--- src/rtl/neuron_pkg.sv ---
// rtl/neuron_pkg.sv - shared types and constants for the neuron accumulation path
//
// Purpose: datapath width, saturation ceiling and the accumulator FSM state type.
// Ports:   none (package).
package neuron_pkg;

  localparam int DATA_W = 16;
  localparam logic [DATA_W-1:0] SAT_MAX = 16'hFFFF;

  typedef enum logic [1:0] {
    IDLE,
    ACCUM,
    DONE
  } accum_state_t;

endpackage

--- src/rtl/adder.sv ---
// rtl/adder.sv - 16-bit unsigned ripple-carry adder
//
// Purpose: combinational sum of two unsigned 16-bit operands with carry out.
// Ports:
//   in1, in2  in  16  operands
//   sum       out 16  in1 + in2, truncated to 16 bits
//   carry     out 1   carry out of bit 15
module adder (
  input  logic [15:0] in1,
  input  logic [15:0] in2,
  output logic [15:0] sum,
  output logic        carry
);

  logic [16:0] c;

  assign c[0] = 1'b0;

  for (genvar i = 0; i < 16; i++) begin : g_fa
    assign sum[i]   = in1[i] ^ in2[i] ^ c[i];
    assign c[i+1]   = (in1[i] & in2[i]) | (c[i] & (in1[i] ^ in2[i]));
  end

  assign carry = c[16];

endmodule

--- src/rtl/neuron_accum_ctrl.sv ---
// rtl/neuron_accum_ctrl.sv - bias plus N streamed products, saturating accumulator controller
//
// Purpose: loads a bias on start, adds N_INPUTS product beats through the shared
//          ripple adder with unsigned saturation, then holds the result until taken.
// Ports:
//   clk        in  1   rising-edge clock
//   rst        in  1   asynchronous active-high reset
//   start      in  1   begin accumulation (IDLE only)
//   bias       in  16  initial accumulator value, sampled with start
//   clear      in  1   synchronous abort to IDLE, highest priority
//   in_valid   in  1   product beat valid
//   in_data    in  16  product value
//   in_ready   out 1   beat accepted this cycle (ACCUM)
//   out_valid  out 1   result presented (DONE)
//   out_data   out 16  saturated sum
//   out_ovf    out 1   at least one add carried out
//   out_ready  in  1   downstream takes the result
//   busy       out 1   not IDLE
module neuron_accum_ctrl
  import neuron_pkg::*;
#(
  parameter int N_INPUTS = 4,
  parameter int CNT_W    = $clog2(N_INPUTS + 1)
) (
  input  logic              clk,
  input  logic              rst,
  input  logic              start,
  input  logic [DATA_W-1:0] bias,
  input  logic              clear,
  input  logic              in_valid,
  input  logic [DATA_W-1:0] in_data,
  output logic              in_ready,
  output logic              out_valid,
  output logic [DATA_W-1:0] out_data,
  output logic              out_ovf,
  input  logic              out_ready,
  output logic              busy
);

  localparam logic [CNT_W-1:0] LAST_CNT = CNT_W'(N_INPUTS - 1);

  accum_state_t      state, state_nxt;
  logic [DATA_W-1:0] acc, acc_nxt;
  logic [CNT_W-1:0]  cnt, cnt_nxt;
  logic              ovf, ovf_nxt;

  logic [DATA_W-1:0] add_sum;
  logic              add_carry;

  // The adder runs every cycle on acc + in_data; its result is only used on a beat.
  adder u_adder (
    .in1   (acc),
    .in2   (in_data),
    .sum   (add_sum),
    .carry (add_carry)
  );

  always_ff @(posedge clk or posedge rst) begin
    if (rst) begin
      state <= IDLE;
      acc   <= '0;
      cnt   <= '0;
      ovf   <= 1'b0;
    end else begin
      state <= state_nxt;
      acc   <= acc_nxt;
      cnt   <= cnt_nxt;
      ovf   <= ovf_nxt;
    end
  end

  always_comb begin
    state_nxt = state;
    acc_nxt   = acc;
    cnt_nxt   = cnt;
    ovf_nxt   = ovf;

    if (clear) begin
      state_nxt = IDLE;
      acc_nxt   = '0;
      cnt_nxt   = '0;
      ovf_nxt   = 1'b0;
    end else begin
      case (state)
        IDLE: begin
          if (start) begin
            state_nxt = ACCUM;
            acc_nxt   = bias;
            cnt_nxt   = '0;
            ovf_nxt   = 1'b0;
          end
        end
        ACCUM: begin
          if (in_valid) begin
            // A carry means the true sum exceeded 16 bits; pin at the ceiling.
            // Once pinned, every further add either carries or adds zero,
            // so acc stays at SAT_MAX without extra logic.
            acc_nxt = add_carry ? SAT_MAX : add_sum;
            ovf_nxt = ovf | add_carry;
            cnt_nxt = cnt + CNT_W'(1);
            if (cnt == LAST_CNT) begin
              state_nxt = DONE;
            end
          end
        end
        DONE: begin
          if (out_ready) begin
            state_nxt = IDLE;
          end
        end
        default: begin
          state_nxt = IDLE;
        end
      endcase
    end
  end

  // Outputs decode only from registered state, so no input reaches an output
  // combinationally.
  assign in_ready  = (state == ACCUM);
  assign out_valid = (state == DONE);
  assign busy      = (state != IDLE);
  assign out_data  = (state == DONE) ? acc : '0;
  assign out_ovf   = (state == DONE) & ovf;

endmodule

--- config.mk ---
export PLATFORM = sky130hd
export DESIGN_NAME = neuron_accum_ctrl
export DESIGN_NICKNAME = d
export VERILOG_FILES = /design/src/rtl/neuron_pkg.sv /design/src/rtl/adder.sv /design/src/rtl/neuron_accum_ctrl.sv
export SDC_FILE = /design/constraint.sdc
export NUM_CORES = 1
export LEC_CHECK = 0
export ABC_CLOCK_PERIOD_IN_PS = 14400
export BUFFER_PORTS_ARGS = -buffer_cell sky130_fd_sc_hd__buf_2
export CORE_MARGIN = 2
export CORE_UTILIZATION = 25
export DETAILED_ROUTE_END_ITERATION = 16
export SYNTH_ARGS = -nofsm -noshare
export SYNTH_HDL_FRONTEND = slang
export SYNTH_SLANG_ARGS = --single-unit
--- constraint.sdc ---
create_clock -name clk -period 14.4 [get_ports clk]
set_input_delay 0.72 -clock clk [delete_from_list [all_inputs] [get_ports clk]]
set_output_delay 0.72 -clock clk [all_outputs]
set_load 0.01 [all_outputs]
==> results of run 1 <==
## critical path, cell delays in order
cell,delay [ns]
buf_2,0.10
ha_1,0.20
fa_1,0.38
fa_1,0.40
fa_1,0.40
fa_1,0.40
fa_1,0.39
fa_1,0.40
fa_1,0.39
fa_1,0.39
fa_1,0.39
fa_1,0.39
fa_1,0.36
inv_1,0.07
fa_1,0.15
inv_1,0.05
fa_1,0.37
fa_1,0.40
fa_1,0.61
or4b_1,0.59
o21ai_0,0.10
o2bb2ai_1,0.09
## worst paths after layout
path | start | endpoint | slack [ns] | depth (start not counted)
max in group asynchronous | rst | state[0]$_DFFE_PP0P_ | 13.19 | 2
min in group asynchronous | rst | acc[3]$_DFFE_PP0P_ | 0.65 | 2
min reg2reg | acc[12]$_DFFE_PP0P_ | acc[12]$_DFFE_PP0P_ | 0.50 | 1
max | in_data[0] | acc[1]$_DFFE_PP0P_ | 6.78 | 22
min | acc[12]$_DFFE_PP0P_ | acc[12]$_DFFE_PP0P_ | 0.50 | 1
max reg2reg | acc[0]$_DFFE_PP0P_ | acc[1]$_DFFE_PP0P_ | 6.94 | 21
## power breakdown
group	leakage [uW]	switching, uW	internal (uW)
Combinational	0.000631	20.2	18.6
Sequential	0.000293	6.44	66.7
Clock	0.0000357	21.8	37.1
## final cells by class
type / count / area (um2) / area share [%]
Clock buffer: 3 / 41.3 / 2.00
Clock inverter: 1 / 30.0 / 1.46
Inverter: 8 / 30.0 / 1.46
Multi-Input combinational cell: 114 / 1030 / 49.9
Sequential cell: 22 / 551 / 26.7
Tap cell: 77 / 96.3 / 4.67
Timing Repair Buffer: 57 / 285 / 13.8
## metal layers
metal	part of all wire [%]	routed length (um)
met5	0	0
met3	5.8	259
met1	48	2130
met4	0.45	20
met2	46	2040
## cell families after synthesis
kind of cell / count (synthesis) / share of synthesized area, %
buf+inv: 18 / 6.03
flops: 22 / 32.8
compound gates: 45 / 18.3
simple gates: 50 / 21.9
fa+ha+maj: 18 / 20.1
mux: 1 / 0.893
## registers in the layout (all words and copies together), names as in the netlist
| register | flops |
|---|---|
| acc | 16 |
| cnt | 3 |
| state | 2 |
| ovf | 1 |
## cells in the final DEF (no fill, tap or decap), types with 2 or more instances in the layout
cell / synthesis / final
buf_2: 5 / 57
dfrtp_1: 22 / 22
o2bb2ai_1: 16 / 16
and2_1: 16 / 16
or4b_1: 15 / 15
fa_1: 15 / 15
o21ai_0: 11 / 11
o21ai_1: 9 / 9
inv_1: 8 / 8
nand2_1: 5 / 5
nor2b_1: 3 / 3
a21oi_1: 3 / 3
ha_1: 3 / 3
clkbuf_8: 0 / 3
a31oi_1: 2 / 2
nor2_1: 2 / 2
## per-stage QoR
step,utilization (%),instances,hold WS [ns]
after floorplan,-,154,0.456
after CTS,32.1,282,0.504
after global routing,32.1,282,0.546
after detailed placement,31.0,278,0.482
final,32.1,282,0.501
after global placement,31.0,278,0.476
==> impl_metrics.yaml, run 1 <==
sta:
  post-route-min-period_ns: 7.62
  setup_slack_ns: 6.78
  max_freq_mhz: 131
  relSlewSlack_pct: 25.9
  period_share_pct: 52.9
  drv_slew: 0
  skew_ns: 0.00949
  hold_viol: 0
  finalSetupViolCount: 0
  setup_tns_ns: 0
  rsz0062_at_grt: "false"
  worstMarginPinSlew_ns: 1.11
synth:
  synth_cells: 154
  yosysSeqAreaShare_pct: 32.8
  synth_edf_count: 0
  synthTopCellsByArea: "dfrtp_1 33%, fa_1 18%, or4b_1 8.9%, o2bb2ai_1 8.3%, and2_1 6.0%"
  synthesis.nets: 210
  syn-cell-area_um2: 1680
  ys_warn_count: 0
  ys_top_cells_by_count: "22 x dfrtp_1, 16 x and2_1, 16 x o2bb2ai_1"
  synthArstFlopShare_pct: 100
  synth_top_area_cell: "dfrtp_1"
  synth.distinct_cells: 32
  synth_most_common_cell: "dfrtp_1"
  ys.flop_type: "dfrtp_1"
  synth-seq-cells: 22
  syn-mean-instance-area_um2: 10.9
  synth_top_area_share_pct: 32.8
setup_path:
  crit_arrival_ns: 7.76
  startpoint_type: "input pin"
  cp-end-kind: "register"
  crit_type: "input pin to register"
  cp_max_fo: 17
  critPathRequiredTime_ns: 14.54
pwr:
  p_per_area_nw_per_um2: 82.9
  max-vdd-ir-drop_mv: 0.0457
  finalPower_uw: 171
  p_leak_uw: 0.000960
die:
  die_area_um2: 7390
  die_x_um: 86.0
  rows: 29
  core_um2: 6420
  num_io_pins: 58
  die_height_um: 86.0
  start_util_pct: 26.2
layout:
  fin_nets: 262
  finalInstanceArea_um2: 2060
  layout-drive-gt1-share_pct: 32.2
  syn2layout_area_growth_pct: 22.7
  antenna_cells: 0
  nFillCells: 686
global_route:
  grt_pass1_wl_um: 7140
  grt_util_all_layers_pct: 12.3
  grt_pass1_vias: 1390
  grt_max_degree: 31
  met1_usage_pct: 17.1
  grt_busiest_layer: "met2"
  use_met2_pct: 19.8
  grt.met3_usage_pct: 3.27
  antenna_found_initial: 0
  grt_overflow_total: 0
clocking:
  cts_made_buffers: 3
  cts_setup_buffers: 0
  tritoncts: "done"
  clk_pin_slew_worst_paths_ns: 0.09
  clk_latency_ns: 0.27
  clockBufferDepth: 2
  root_buffer: "clkbuf_8"
  cts_resized: 0
  clock-sinks: 22
  holdBufCountCts: 0
  cts_max_level: 1
min_path:
  hold_class: "register to register"
routing:
  wirelength_um: 4450
  firstDrtPassIters: 4
  ant_nets: 0
  drc: 0
  vias_per_cell: 4.81
  first_iter_violations: 50
  vias: 1356
  post_drt_wl_per_cell_um: 15.8
placement:
  dp_hpwl_um: 3240
  place_area_um2: 1990
  dp_slack_ns: 6.52
  port-buffer-count: 57
  gp_congestion: 0.739
flow_run:
  maxCapViolCount: 0
run_status:
  outcome: "finished, final reports clean"
Power figures use the tool's default switching activity.
==> run 2, diff against run 1 <==
ABC_CLOCK_PERIOD_IN_PS = 6290   (was 14400)
clock period = 6.29 ns   (was 14.4 ns; I/O delays follow)
==> run 2 against run 1 <==
The run now ends with negative setup slack left. Worst hold slack lost 0.28 ns. Sequential share of layout area shrank 0.97 points. Critical endpoint is now acc[2]$_DFFE_PP0P_. Die area is the same. Critical path depth is the same. Non-clock buffer count grew 4. Sequential power grew 130%. Largest power group unchanged.
==> impl_metrics.yaml, run 2 (synthesis gave the netlist of run 1 again) <==
die:
  die_height_um: 86.0
  num_io_pins: 58
  die_x_um: 86.0
  core_um2: 6420
  start_util_pct: 26.2
  die_area_um2: 7390
  rows: 29
sta:
  whs_ns: 0.219
  drv_slew: 0
  worstMarginPinSlew_ns: 1.11
  period_share_pct: 106
  relSlewSlack_pct: 26.0
  skew_ns: 0.00258
  setup_slack_ns: -0.407
  max_freq_mhz: 149
  post-route-min-period_ns: 6.70
  finalSetupViolCount: 16
  rsz0062_at_grt: "true"
  hold_viol: 0
global_route:
  antenna_found_initial: 0
  grt_util_all_layers_pct: 13.0
  grt_pass1_wl_um: 7400
  grt_overflow_total: 0
  grt_max_degree: 31
  grt_pass1_vias: 1465
placement:
  port-buffer-count: 57
  gp_congestion: 0.764
  dp_slack_ns: -0.551
  dp_hpwl_um: 3350
  place_area_um2: 2040
routing:
  vias_per_cell: 4.82
  post_drt_wl_per_cell_um: 15.9
  drc: 0
  ant_nets: 0
  vias: 1379
  first_iter_violations: 63
  wirelength_um: 4540
  firstDrtPassIters: 4
layout:
  nFillCells: 662
  utilization_pct: 33.3
  final_common_cell: "buf_2"
  reg.largest.list: "acc x16, cnt x3, state x2"
  finalInstanceArea_um2: 2140
  top_register: "acc"
  layout-drive-gt1-share_pct: 44.0
  syn2layout_area_growth_pct: 27.3
  fin_nets: 266
  antenna_cells: 0
  final_cell_mix: "57 x buf_2, 22 x dfrtp_1, 16 x o2bb2ai_1, 16 x and2_1"
  largest_register_ffs: 16
setup_path:
  critPathMaxStageDelay_ns: 0.51
  crit_arrival_ns: 6.84
  crit_path_frequent_cell: "fa_2"
  crit_type: "register to register"
  startpoint_type: "register"
  cp-end-kind: "register"
  critPathRequiredTime_ns: 6.43
  cp_cell_sequence: "ha_2, fa_2, fa_2, fa_2, fa_2, fa_2, fa_2, fa_2, fa_2, fa_2, fa_2, fa_2, inv_2, fa_1, inv_1, fa_2, fa_2, fa_2, buf_6, or4b_1, o21ai_1, o2bb2ai_1"
  cp_max_fo: 9
  cp_slowest_cell: "or4b_1"
pwr:
  power_switching_uw: 116
  power.internal_uw: 263
  p_per_area_nw_per_um2: 177
  switching_share_pct: 30.6
  p_comb_share_pct: 27.8
  finalPower_uw: 379
  pwr-share-clk_pct: 27.8
  max-vdd-ir-drop_mv: 0.0681
  seqPwrFrac_pct: 44.3
  p_leak_uw: 0.000964
clocking:
  cts_made_buffers: 3
  root_buffer: "clkbuf_8"
  clk_pin_slew_worst_paths_ns: 0.09
  clockBufferDepth: 2
  tritoncts: "done"
  clock-sinks: 22
  cts_max_level: 1
  clk_latency_ns: 0.26
run_status:
  outcome: "finished, violations left"
  violations: "negative setup slack"
min_path:
  hold_class: "input pin to asynchronous set/reset pin"
flow_run:
  maxCapViolCount: 0
run 2: cell count changes in the layout (fill, tap and decap cells not counted), moves of 3 or more:
| cell | before | now |
|---|---|---|
| or4b_1 | 15 | 10 |
| fa_2 | 0 | 14 |
| fa_1 | 15 | 1 |
| buf_4 | 0 | 3 |
| or4b_4 | 0 | 5 |
| o21ai_0 | 11 | 5 |
| o21ai_1 | 9 | 14 |
run 2: repair_timing:
item / CTS / global route
setup endpoints to repair: 16 / 17
hold buffers: 0 / 0
buffers inserted: 2 / 0
pin swaps: 1 / 2
gates resized for setup: 1 / 8
run 2: final cells by class:
type | instances | area [um2] | share of cell area (%)
Tap cell | 77 | 96.3 | 4.50
Inverter | 8 | 30.0 | 1.40
Sequential cell | 22 | 551 | 25.7
Timing Repair Buffer | 61 | 319 | 14.9
Multi-Input combinational cell | 114 | 1090 | 50.9
Clock buffer | 4 | 55.1 | 2.57
run 2: worst paths after layout:
check	end	slack, ns	from	depth (start not counted)
max	acc[2]$_DFFE_PP0P_	-0.41	acc[0]$_DFFE_PP0P_	22
min	cnt[0]$_DFFE_PP0P_	0.22	rst	2
max reg2reg	acc[2]$_DFFE_PP0P_	-0.41	acc[0]$_DFFE_PP0P_	22
min reg2reg	acc[12]$_DFFE_PP0P_	0.50	acc[12]$_DFFE_PP0P_	1
max in group asynchronous	acc[6]$_DFFE_PP0P_	5.53	rst	2
min in group clk	state[1]$_DFFE_PP0P_	0.30	out_ready	3
run 2: worst max-delay path, delay by kind of cell (launching register included):
kind,cells,cell delay (ns)
and+or+nand+nor,1,0.51
DFF,1,0.39
AOI/OAI and AO/OA,2,0.19
buffers and inverters,3,0.25
adders and majority gates,16,5.22
run 2: power groups by stage:
stage	logic, uW	registers [uW]	clock network (uW)
after floorplan	68.3	165	0
after global placement	94.5	171	0
after detailed placement	98.7	171	0
after CTS	101	168	105
after global routing	123	171	113
final	106	168	106
run 2: routing by layer:
layer	vias up	part of all wire [%]	track usage, %	wire, um
met3	6	4.6	1.83	209
met4	0	1.8	4.47	80
li1	673	-	-	-
met2	32	50	23.0	2260
met5	-	0	0	0
met1	668	44	16.0	1990
run 2: through the flow:
stage	instances	TNS, ns
2_1_floorplan	154	-2.88
3_3_place_gp	280	-6.53
3_5_place_dp	280	-7.83
4_1_cts	286	-5.94
5_1_grt	286	-8.79
6_report	286	-5.66
